$ cat config.mk
export PLATFORM = sky130hd
export DESIGN_NAME = rep_mux_rr
export DESIGN_NICKNAME = d
export VERILOG_FILES = /design/src/rtl/rep_mux_rr.sv
export SDC_FILE = /design/constraint.sdc
export NUM_CORES = 1
export LEC_CHECK = 0
export ABC_AREA = 1
export CAP_MARGIN = 20
export CORE_UTILIZATION = 35
export CTS_CLUSTER_SIZE = 10
export DETAILED_ROUTE_END_ITERATION = 12
export GPL_ROUTABILITY_DRIVEN = 0
export PLACE_DENSITY = 0.82
export SLEW_MARGIN = 20
export SYNTH_ARGS = -nofsm -noshare
export SYNTH_HDL_FRONTEND = slang
export SYNTH_SLANG_ARGS = --single-unit
$ cat constraint.sdc
create_clock -name clk_i -period 1.8 [get_ports clk_i]
set_input_delay 0.18 -clock clk_i [delete_from_list [all_inputs] [get_ports clk_i]]
set_output_delay 0.18 -clock clk_i [all_outputs]
set_load 0.05 [all_outputs]
$ cat src/rtl/rep_mux_rr.sv
// rep_mux_rr: packet-level round-robin merge of CH_N multi-lane Avalon-ST channels into one wide stream.
// Build option: define REP_MUX_RR_FILL_EN to replicate the highest accepted lane word into unused output lanes.
module rep_mux_rr #(
  parameter int DATA_W  = 12,
  parameter int LANES   = 2,
  parameter int CH_N    = 4,
  parameter int CH_W    = $clog2(CH_N),
  parameter int EMPTY_W = $clog2(LANES + 1)
) (
  input  logic                                   clk_i,
  input  logic                                   rst_i,
  input  logic [CH_N*LANES-1:0][DATA_W-1:0]      snk_data_i,
  input  logic [CH_N*LANES-1:0]                  snk_vd_i,
  input  logic [CH_N*LANES-1:0]                  snk_sop_i,
  input  logic [CH_N*LANES-1:0]                  snk_eop_i,
  output logic [CH_N*LANES-1:0]                  snk_rdy_o,
  output logic [LANES*DATA_W-1:0]                src_data_o,
  output logic                                   src_vd_o,
  output logic                                   src_sop_o,
  output logic                                   src_eop_o,
  output logic [EMPTY_W-1:0]                     src_empty_o,
  output logic [CH_W-1:0]                        src_ch_o,
  input  logic                                   src_rdy_i
);

  typedef enum logic [0:0] {
    ST_IDLE  = 1'b0,
    ST_GRANT = 1'b1
  } state_e;

  state_e                         state_r, state_nxt_s;
  logic [CH_W-1:0]                gnt_ch_r, gnt_ch_nxt_s;
  logic [CH_W-1:0]                rr_ptr_r, rr_ptr_nxt_s;
  logic [CH_N-1:0]                req_s;
  logic                           any_req_s;
  logic                           scan_hit_s;
  int                             scan_idx_s;
  logic [CH_W-1:0]                pick_ch_s;
  logic [LANES-1:0]               sel_vd_s;
  logic [LANES-1:0]               sel_eop_s;
  logic                           sel_sop_s;
  logic [LANES-1:0][DATA_W-1:0]   sel_data_s;
  logic                           slot_free_s;
  logic                           alive_s;
  logic [LANES-1:0]               acc_s;
  logic [EMPTY_W-1:0]             acc_cnt_s;
  logic                           beat_eop_s;
  logic                           accept_s;
  logic [DATA_W-1:0]              fill_word_s;
  logic [LANES*DATA_W-1:0]        beat_data_s;

  assign slot_free_s = ~src_vd_o | src_rdy_i;
  assign accept_s    = acc_s[0];

  // per-channel request taken from lane 0 valid
  always_comb begin
    req_s = '0;
    for (int c = 0; c < CH_N; c++) begin
      req_s[c] = snk_vd_i[c*LANES];
    end
  end

  // round-robin search upward from rr_ptr with wrap
  always_comb begin
    any_req_s  = 1'b0;
    pick_ch_s  = rr_ptr_r;
    scan_idx_s = 0;
    scan_hit_s = 1'b0;
    for (int k = 0; k < CH_N; k++) begin
      scan_idx_s = (int'(rr_ptr_r) + k) % CH_N;
      scan_hit_s = req_s[CH_W'(scan_idx_s)] & ~any_req_s;
      pick_ch_s  = scan_hit_s ? CH_W'(scan_idx_s) : pick_ch_s;
      any_req_s  = any_req_s | req_s[CH_W'(scan_idx_s)];
    end
  end

  // lane view of the granted channel
  always_comb begin
    sel_vd_s   = '0;
    sel_eop_s  = '0;
    sel_sop_s  = 1'b0;
    sel_data_s = '0;
    for (int c = 0; c < CH_N; c++) begin
      for (int l = 0; l < LANES; l++) begin
        sel_vd_s[l]   = sel_vd_s[l]  | (snk_vd_i[c*LANES+l]  & (gnt_ch_r == CH_W'(c)));
        sel_eop_s[l]  = sel_eop_s[l] | (snk_eop_i[c*LANES+l] & (gnt_ch_r == CH_W'(c)));
        sel_data_s[l] = sel_data_s[l] | (snk_data_i[c*LANES+l] & {DATA_W{gnt_ch_r == CH_W'(c)}});
      end
      sel_sop_s = sel_sop_s | (snk_sop_i[c*LANES] & (gnt_ch_r == CH_W'(c)));
    end
  end

  // accepted lanes: contiguous valid prefix, cut after the first eop lane
  always_comb begin
    acc_s       = '0;
    acc_cnt_s   = '0;
    beat_eop_s  = 1'b0;
    beat_data_s = '0;
    fill_word_s = '0;
    alive_s     = (state_r == ST_GRANT) & slot_free_s;
    for (int l = 0; l < LANES; l++) begin
      acc_s[l] = alive_s & sel_vd_s[l];
      if (acc_s[l]) begin
        acc_cnt_s                        = acc_cnt_s + EMPTY_W'(1);
        beat_eop_s                       = sel_eop_s[l];
        beat_data_s[l*DATA_W +: DATA_W]  = sel_data_s[l];
        fill_word_s                      = sel_data_s[l];
      end else begin
`ifdef REP_MUX_RR_FILL_EN
        beat_data_s[l*DATA_W +: DATA_W]  = fill_word_s;
`else
        beat_data_s[l*DATA_W +: DATA_W]  = {DATA_W{1'b0}};
`endif
      end
      alive_s = acc_s[l] & ~sel_eop_s[l];
    end
  end

  // ready only toward the accepted lanes of the granted channel
  always_comb begin
    snk_rdy_o = '0;
    for (int c = 0; c < CH_N; c++) begin
      for (int l = 0; l < LANES; l++) begin
        snk_rdy_o[c*LANES+l] = acc_s[l] & (gnt_ch_r == CH_W'(c));
      end
    end
  end

  // arbitration FSM next state
  always_comb begin
    state_nxt_s  = state_r;
    gnt_ch_nxt_s = gnt_ch_r;
    rr_ptr_nxt_s = rr_ptr_r;
    case (state_r)
      ST_IDLE: begin
        if (any_req_s) begin
          gnt_ch_nxt_s = pick_ch_s;
          state_nxt_s  = ST_GRANT;
        end else begin
          state_nxt_s  = ST_IDLE;
        end
      end
      ST_GRANT: begin
        if (accept_s && beat_eop_s) begin
          if (gnt_ch_r == CH_W'(CH_N - 1)) begin
            rr_ptr_nxt_s = '0;
          end else begin
            rr_ptr_nxt_s = gnt_ch_r + CH_W'(1);
          end
          state_nxt_s = ST_IDLE;
        end else begin
          state_nxt_s = ST_GRANT;
        end
      end
      default: begin
        state_nxt_s = ST_IDLE;
      end
    endcase
  end

  // state and output beat registers
  always_ff @(posedge clk_i) begin
    if (rst_i) begin
      state_r     <= ST_IDLE;
      gnt_ch_r    <= '0;
      rr_ptr_r    <= '0;
      src_data_o  <= '0;
      src_vd_o    <= 1'b0;
      src_sop_o   <= 1'b0;
      src_eop_o   <= 1'b0;
      src_empty_o <= '0;
      src_ch_o    <= '0;
    end else begin
      state_r  <= state_nxt_s;
      gnt_ch_r <= gnt_ch_nxt_s;
      rr_ptr_r <= rr_ptr_nxt_s;
      if (accept_s) begin
        src_data_o  <= beat_data_s;
        src_vd_o    <= 1'b1;
        src_sop_o   <= sel_sop_s;
        src_eop_o   <= beat_eop_s;
        src_empty_o <= EMPTY_W'(LANES) - acc_cnt_s;
        src_ch_o    <= gnt_ch_r;
      end else if (src_rdy_i) begin
        src_vd_o    <= 1'b0;
      end
    end
  end

endmodule

# Yosys cells after proc, flatten, opt, wreduce, memory -nomap -nowiden
# Index checks and enable logic that the tools add are counted.
[word_totals]
regBits = 36
inputBits = 123
out_inout_bits = 39
elab_cells = 127
[op_classes]
addsub = 6
n_lt_le_gt_ge = 4
eq_ne = 3
n_mux = 26
bitwise = 74
reduce_logical = 5
[op_table]
columns = ["operator", "count"]
rows = [
  ["$and A12 B12 Y12", 8],
  ["$or A12 B12 Y12", 6],
  ["$and A1 B1 Y1", 35],
  ["$or A1 B1 Y1", 19],
  ["$lt A2 B4 Y1 const B", 4],
  ["$mux W1", 15],
  ["$mux W12", 1],
  ["$mux W2", 5],
  ["$bmux W1 S2", 4],
  ["$not A1 Y1", 6],
  ["$add A2 B1 Y2 const B", 2],
  ["$add A2 B2 Y2 const B", 2],
  ["$eq A2 B2 Y1 const B", 2],
  ["$reduce_and A2 Y1", 2],
  ["$add A1 B1 Y2 const B", 1],
  ["$eq A2 B1 Y1 const B", 1],
  ["$logic_not A2 Y1", 1],
  ["$pmux W1 S2", 1],
  ["$reduce_bool A2 Y1", 1],
  ["$sub A2 B2 Y2 const A", 1],
  ["$logic_and A1 B1 Y1", 1],
]

# Longest topological paths before layout
[depth]
word_depth = 12
depth_mapped = 15
depth_no_buf = 14

# Worst setup path before layout
# Ideal clock, no wire load.
[synth_path]
path_type = "register -> output"
startpoint = "reg gnt_ch_r[0]"
endpoint = "out snk_rdy_o[1]"
t_arrival_ns = 2.058
required_ns = 1.620
slack_ns = -0.438
stages_incl_launch_ff = 10
n_path_buf = 1
path_cell_list = "dfxtp_1 inv_1 ha_1 a22o_1 nor2_1 nand2_1 nor2_2 buf_2 inv_1 nor2_1"
[synth_via]
elab_chain_len = 9
elab_cells_between_ends = 30
[synth_lines]
columns = ["element", "line_no", "text"]
rows = [
  ["start, declared", "32", "logic [CH_W-1:0] gnt_ch_r, gnt_ch_nxt_s;"],
  ["start signal, assigned", "175", "gnt_ch_r <= gnt_ch_nxt_s;"],
  ["$eq A2 B1 Y1 / $logic_not A2 Y1 (equally long branches)", "85, 86, 124", ""],
  ["$and A1 B1 Y1, on equally long branches", "85, 86", ""],
  ["$or A1 B1 Y1, on equally long branches (3 in a row)", "85, 86", ""],
  ["$and A1 B1 Y1 / $not A1 Y1 (equally long branches)", "102, 115", ""],
  ["$and A1 B1 Y1", "115", "alive_s = acc_s[l] & ~sel_eop_s[l];"],
  ["$and A1 B1 Y1", "102", "acc_s[l] = alive_s & sel_vd_s[l];"],
  ["$and A1 B1 Y1 (*)", "124", "snk_rdy_o[c*LANES+l] = acc_s[l] & (gnt_ch_r == CH_W'(c));"],
  ["end, declared", "16", "output logic [CH_N*LANES-1:0] snk_rdy_o,"],
]
# Mark *: on every way between the ends. The rest lies on a longest branch, timed or not.

# Worst setup path after layout
[layout_path]
startpoint = "reg gnt_ch_r[0]"
endpoint = "out snk_rdy_o[3]"
[layout_via]
elab_chain_len = 9
elab_cells_between_ends = 30
[layout_lines]
columns = ["element", "line_no"]
rows = [
  ["$eq A2 B1 Y1 / $logic_not A2 Y1 (equally long branches)", "85, 86, 124"],
  ["$and A1 B1 Y1, on equally long branches", "85, 86"],
  ["$or A1 B1 Y1, on equally long branches (3 in a row)", "85, 86"],
  ["$and A1 B1 Y1 / $not A1 Y1 (equally long branches)", "102, 115"],
  ["$and A1 B1 Y1", "115"],
  ["$and A1 B1 Y1", "102"],
  ["$and A1 B1 Y1 (*)", "124"],
]
# Marks and branches as above.

==> flow_summary.json <==
{
  "initial_core_util_pct": 36.7,
  "seqCellArea_um2": 729,
  "critPathLaunchType": "flop",
  "fin_nets": 595,
  "crit_end": "snk_rdy_o[3]",
  "timing.fmax_mhz": 445,
  "numPortBuffers": 157,
  "timing.rr.end": "src_data_o[14]",
  "worst_slack_ns": -0.449,
  "crit_type": "reg2out",
  "switchingPower_mw": 2.60,
  "drtPass1Iterations": 4,
  "post-route-util_pct": 72.7,
  "cp.required_ns": 1.62,
  "avgSynthCellArea_um2": 7.47,
  "grt_pass1_wl_um": 14000,
  "r2r_slack_ns": 0.03,
  "wl_per_cell_um": 17.2,
  "io_pins": 162,
  "drv_cap": 0,
  "crit_path_end_kind": "output pin",
  "vdd_ir_drop_max_uv": 719,
  "yosysSeqAreaShare_pct": 32.6,
  "hold_path.class": "reg2reg",
  "ys_types": 25,
  "synth_area_um2": 2210,
  "chipHeight_um": 81.5,
  "p_int_mw": 3.01,
  "cp_data_arrival_time_ns": 2.07,
  "vias": 2971,
  "insertedDiodeCount": 0,
  "async_flop_share_pct": 0,
  "grt_pass1_vias": 2922,
  "synthToLayoutAreaGrowth_pct": 98.1,
  "violations": "negative setup slack",
  "cp_num_buf_inv": 3,
  "hpwlAfterDp_um": 7120,
  "ys_ff_latch": 36,
  "combPwrFrac_pct": 66.7,
  "die_w_um": 81.5,
  "cpMostUsedCell": "nor2_4",
  "rsz0062_at_grt": "yes",
  "reg2reg_depth": 9,
  "crit_chain": "inv_4 > ha_4 > a22o_1 > nor2_2 > nand2_2 > nor2_4 > clkinvlp_4 > nor2_4 > buf_12",
  "drt-vias-per-instance": 5.46,
  "outcome": "complete, but fails checks",
  "synth_edf_count": 0,
  "startpoint": "gnt_ch_r[0]",
  "clk_pin_slew_ns": 0.07,
  "worst_pin_slew_ns": 0.568,
  "multi_input_area_um2": 1450,
  "drive_gt1_share_pct": 19.4,
  "grt.overflow.total": 0,
  "hold_viol_final": 0,
  "syn_inst": 296,
  "postRouteAntennaNets": 0,
  "p_clk_share_pct": 12.7,
  "power_density_nw_per_um2": 1280,
  "clkLatencyLatePin_ns": 0.30,
  "regToRegStartpoint": "gnt_ch_r[0]",
  "crit_path_max_incr_delay_ns": 0.40,
  "cts_buffer_depth": 2,
  "rows": 28,
  "relSlewSlack_pct": 62.0,
  "yosys_warnings": 0,
  "synthFlopType": "dfxtp_1",
  "p_seq_share_pct": 20.6,
  "hold_buffers": 0,
  "nFillCells": 443,
  "coreArea_um2": 6030,
  "p_sw_share_pct": 46.3,
  "crit_slowest_cell": "dfxtp_4",
  "drt_iter0_drc": 235,
  "crit_cells": 9,
  "synth_fp_nets": 423,
  "root_buffer": "clkbuf_8",
  "finalClockSkew_ns": 0.00604,
  "critPathTopFamily": "simple AND/OR/NAND/NOR gates",
  "cts_tree": "built",
  "fin_crit_ns": 2.25,
  "setup_viol": 8,
  "drc": 0,
  "grt_max_degree": 20,
  "slew_viol_final": 0,
  "p_leak_nw": 1.71,
  "finalSetupTns_ns": -1.84,
  "cts_htree_levels": 2,
  "critPathMaxFanout": 4,
  "drt-total-wl_um": 9340,
  "cts.sinks": 36,
  "dieArea_um2": 6640,
  "numCtsBuffers": 5,
  "track_usage_pct": 28.5,
  "period_share_pct": 125,
  "antenna_found_initial": 0
}
-- state kept, by name (all words and copies together), names as in the netlist --
register	count
src_data_o	24
gnt_ch_r	2
rr_ptr_r	2
src_ch_o	2
src_empty_o	2
src_eop_o	1
src_sop_o	1
src_vd_o	1
state_r	1
-- timing repair --
action                                  in CTS  in global routing
gates resized for setup                     12                 15
setup buffers                                3                  6
pin swaps                                    7                  3
endpoints found under the setup margin      14                 26
-- cell usage after synthesis (2+ instances only) --
cell,instances,area share (%)
buf_1,7,1.2
o21ai_1,8,1.8
o21ai_2,2,0.79
nand2_1,56,9.5
a22o_1,37,15
a21oi_1,34,7.7
nand4_1,5,1.4
nand3_1,10,2.3
buf_2,6,1.4
nand2_2,7,2.0
ha_1,4,2.3
inv_2,3,0.51
o21ai_0,21,4.8
inv_1,13,2.2
nand2_4,5,2.5
clkbuf_1,8,1.4
a221oi_1,13,5.1
nor2_1,15,2.5
dfxtp_1,36,33
-- metal layers --
layer | vias to the layer above | global-route usage (%) | routed length, um
met1 | 1383 | 28.9 | 3380
li1 | 1400 | - | -
met2 | 153 | 52.0 | 4740
met4 | 0 | 14.6 | 413
met5 | - | 0 | 0
met3 | 35 | 9.00 | 796
-- cell usage in the layout, fill, tap and decap left out, types with 2 or more instances in the layout --
cell type and n:
buf_12 9, nor2_4 9, dfxtp_1 33, a221oi_1 13, o21ai_2 2, ha_4 4
o21ai_0 20, nand2_1 54, clkdlybuf4s50_1 149, clkbuf_8 5, buf_4 24, a22o_1 37
nand2_2 9, nand3_1 9, buf_6 5, inv_1 9, nand2_4 5, inv_2 4
o21ai_1 9, nor2_1 6, dfxtp_4 2, a21oi_1 33, nand4_1 5
-- per-stage QoR --
step	cell area [um^2]	cells	setup slack [ns]	total power [mW]	hold WS, ns
2_1_floorplan	2310	296	-0.128	3.33	0.364
3_3_place_gp	4110	528	-0.147	4.43	0.432
3_5_place_dp	4110	528	-0.180	4.50	0.436
4_1_cts	4290	539	-0.439	5.37	0.450
5_1_grt	4380	544	-0.510	5.90	0.486
6_report	4380	544	-0.449	5.60	0.447
-- power groups by stage --
stage                     Clock (mW)  Sequential [mW]  Combinational (mW)
final                          0.711             1.15                3.74
after CTS                      0.716             1.14                3.52
after global placement             0             1.11                3.32
after detailed placement           0             1.12                3.37
after floorplan                    0             1.58                1.74
after global routing           0.757             1.18                3.97
-- worst min-delay path by stage --
stage,start,end,slack (ns),cells past startpoint
floorplan,snk_data_i[30],src_data_o[6],0.36,2
global placement,src_empty_o[1],src_empty_o[1],0.43,2
detailed placement,src_empty_o[1],src_empty_o[1],0.44,2
CTS,src_empty_o[1],src_empty_o[1],0.45,2
global route,src_data_o[16],src_data_o[16],0.49,2
finish,src_empty_o[1],src_empty_o[1],0.45,2
-- worst reg2reg max path, stage by stage (launching register included) --
cell	delay (ns)
dfxtp_4	0.40
inv_4	0.06
ha_4	0.16
a22o_1	0.20
nor2_2	0.19
nand2_2	0.08
nor2_4	0.12
buf_4	0.21
o21ai_1	0.09
a21oi_1	0.16
-- kinds of logic after synthesis --
logic type | synth area share, %
AO/OA/AOI/OAI | 35.7
AND/OR/NAND/NOR | 21.4
buffers and inverters | 8.03
flip-flops | 32.6
adder cells (fa/ha/maj) | 2.26
-- area by class of cell --
class | count | share of cell area (%)
timing repair buffer | 187 | 43.5
inverter | 18 | 2.08
clock buffer | 6 | 1.66
multi-input combinational | 220 | 33.1
clock inverter | 2 | 0.799
tap | 75 | 2.14
sequential | 36 | 16.6
Power figures use the tool's default switching activity.
==> edit: new RTL, same flow settings <==
Build with the macro `REP_MUX_RR_FILL_EN` defined.
--- a/src/rtl/rep_mux_rr.sv
+++ b/src/rtl/rep_mux_rr.sv
@@ -1,4 +1,6 @@
 // rep_mux_rr: packet-level round-robin merge of CH_N multi-lane Avalon-ST channels into one wide stream.
 // Build option: define REP_MUX_RR_FILL_EN to replicate the highest accepted lane word into unused output lanes.
+`define REP_MUX_RR_FILL_EN
+
 module rep_mux_rr #(
   parameter int DATA_W  = 12,
Function: changed (Yosys sat finds a counterexample within 4 cycles, from zero or initial values and one cycle with rst_i high).
==> edit against the original RTL <==
  * First-iteration DRC count down 23%
  * The run ends with design-rule violations, negative setup slack left
  * Final cell count is 23% higher
  * Synthesized cell count grew 40%
  * Largest power group unchanged
  * Combinational power rose by 29%
  * Power increased by 19%
  * Critical path depth unchanged
  * Wire length rose by 2.8%
  * Final area is 5.3% higher
  * Worst setup slack improved by 110 ps
  * Sequential cell count is the same
  * Largest cell class unchanged
  * Synthesized area increased by 10%
==> edit: results (changes against the original RTL) <==
Worst setup path
  – WP data arrival: 1960 ps (-110 ps)

GRT
  – Pin count of the biggest net entering global routing: 34 (+70%)
  – GR Layer Usage met2: 48.1% (-3.9 points)
  – Number of global-route vias before repair: 3252 (+11%)
  – GR Util met3: 4.52% (-4.5 points)
  – Met1 Usage GRT: 30.9% (+2.0 points)
  – Total track usage: 25.9% (-2.6 points)
  – First-pass GRT wire length: 15300 um (+9.3%)
  – Initial antenna violation count: 0 (unchanged)

Run status
  – Failing checks: design-rule violations, negative setup slack
  – Status: finished, violations left

Min path
  – HP Class: reg -> reg

Route
  – WL met3: 736 um (-7.5%)
  – 1st-pass router iterations: 9 (+5)
  – Vias per cell: 4.94 (-9.6%)
  – Wirelength per Cell: 14.4 um (-16%)
  – Met1 Wirelength: 3900 um (+15%)
  – Initial drt markers: 181 (-23%)
  – Met2 Wirelength: 4860 um (+2.4%)
  – DRC: 1 (+1)

STA
  – Clk_skew: 6.08 ps (+0.0496 ps)
  – Worst rel slew slack: 63.3% (+1.3 points)
  – Final setup fails: 8 (unchanged)
  – PnR worst setup slack: -337 ps (+111 ps)

Synth
  – Mapped Nets: 542 (+28%)
  – Adder-cell share of the synthesized area: 2.05% (-0.21 points)
  – Seq/Total Area, Yosys: 29.5% (-3.0 points)
  – Leading post-synthesis cells by cell area: dfxtp_1, nand2_1, nand4_1, nand3_1, nor2_1
  – Mux cell area share after synthesis: 0% (unchanged)
  – Compound-Gate Fraction of Synth Area: 9.18% (-27 points)
  – Number of library cell types mapped by synthesis: 26 (+4.0%)
  – Most instantiated cells after synthesis: nand2_1, nor2_1, dfxtp_1

Placed design
  – Dpl cell area: 4360 um^2 (+6.0%)
  – Placed Cells: 652 (+23%)
  – Dpl hpwl: 7420 um (+4.2%)

Cells and area
  – Final Non-Filler Cells: 667 (+23%)
  – Clock buffer count in the final layout: 7 (+1)
  – Multi-input logic area: 1640 um^2 (+13%)
  – Nets@finish: 713 (+20%)
  – Layout filler cell count: 577 (+30%)
  – Inverter count: 29 (+11)
  – Fraction of area in registers: 15.9% (-0.78 points)
  – Share of cells above drive strength 1: 15.3% (-4.1 points)
  – Buffering overhead: 41.7% (-1.9 points)
  – Comb_multi_in: 326 (+48%)
  – Fraction of area in clock buffers and inverters: 2.03% (-0.42 points)
  – Final Cell Area: 4610 um^2 (+5.3%)
  – Bufs w/o clock: 188 (+0.53%)

Power and ir drop
  – Leak: 1.98 nW (+16%)
  – Clock Power Share: 9.0% (-3.7 points)
  – Combinational power: 4.82 mW (+29%)
  – Peak supply drop: 1.01 mV (+40%)
  – Internal: 3.24 mW (+8.0%)

Floorplan
  – CORE AREA: 6760 um^2 (+12%)

Clocking
  – Skew-Pair Late Insertion Delay: 280 ps (-20 ps)
edit: cell count changes after synthesis, moves of 22 or more:
cell,delta
nand3_1,+23
a21oi_1,-25
nor2_1,+25
nand2_1,+121
nand4_1,+22
a22o_1,-34
edit: stage by stage:
step | setup slack [ps] | TNS (ps) | power [mW]
3_5_place_dp | -122 | -502 | 5.77
6_report | -337 | -1880 | 6.69
4_1_cts | -328 | -1850 | 6.58
3_3_place_gp | -102 | -374 | 5.71
5_1_grt | -446 | -2830 | 7.18
2_1_floorplan | -154 | -572 | 4.19
edit: worst paths after layout:
check                                       to  slack (ps)  cells after the start
worst max register to register  src_data_o[14]          70                     14
worst min register to register  src_empty_o[1]         470                      2
worst max-delay path              snk_rdy_o[1]        -340                      9
worst min-delay path            src_empty_o[1]         470                      2
edit: repair_timing:
action,4_1_cts,5_1_grt
gates cloned,0,1
pin swaps,8,3
resized for setup,15,8
setup buffers,6,1
setup endpoints to repair,8,39
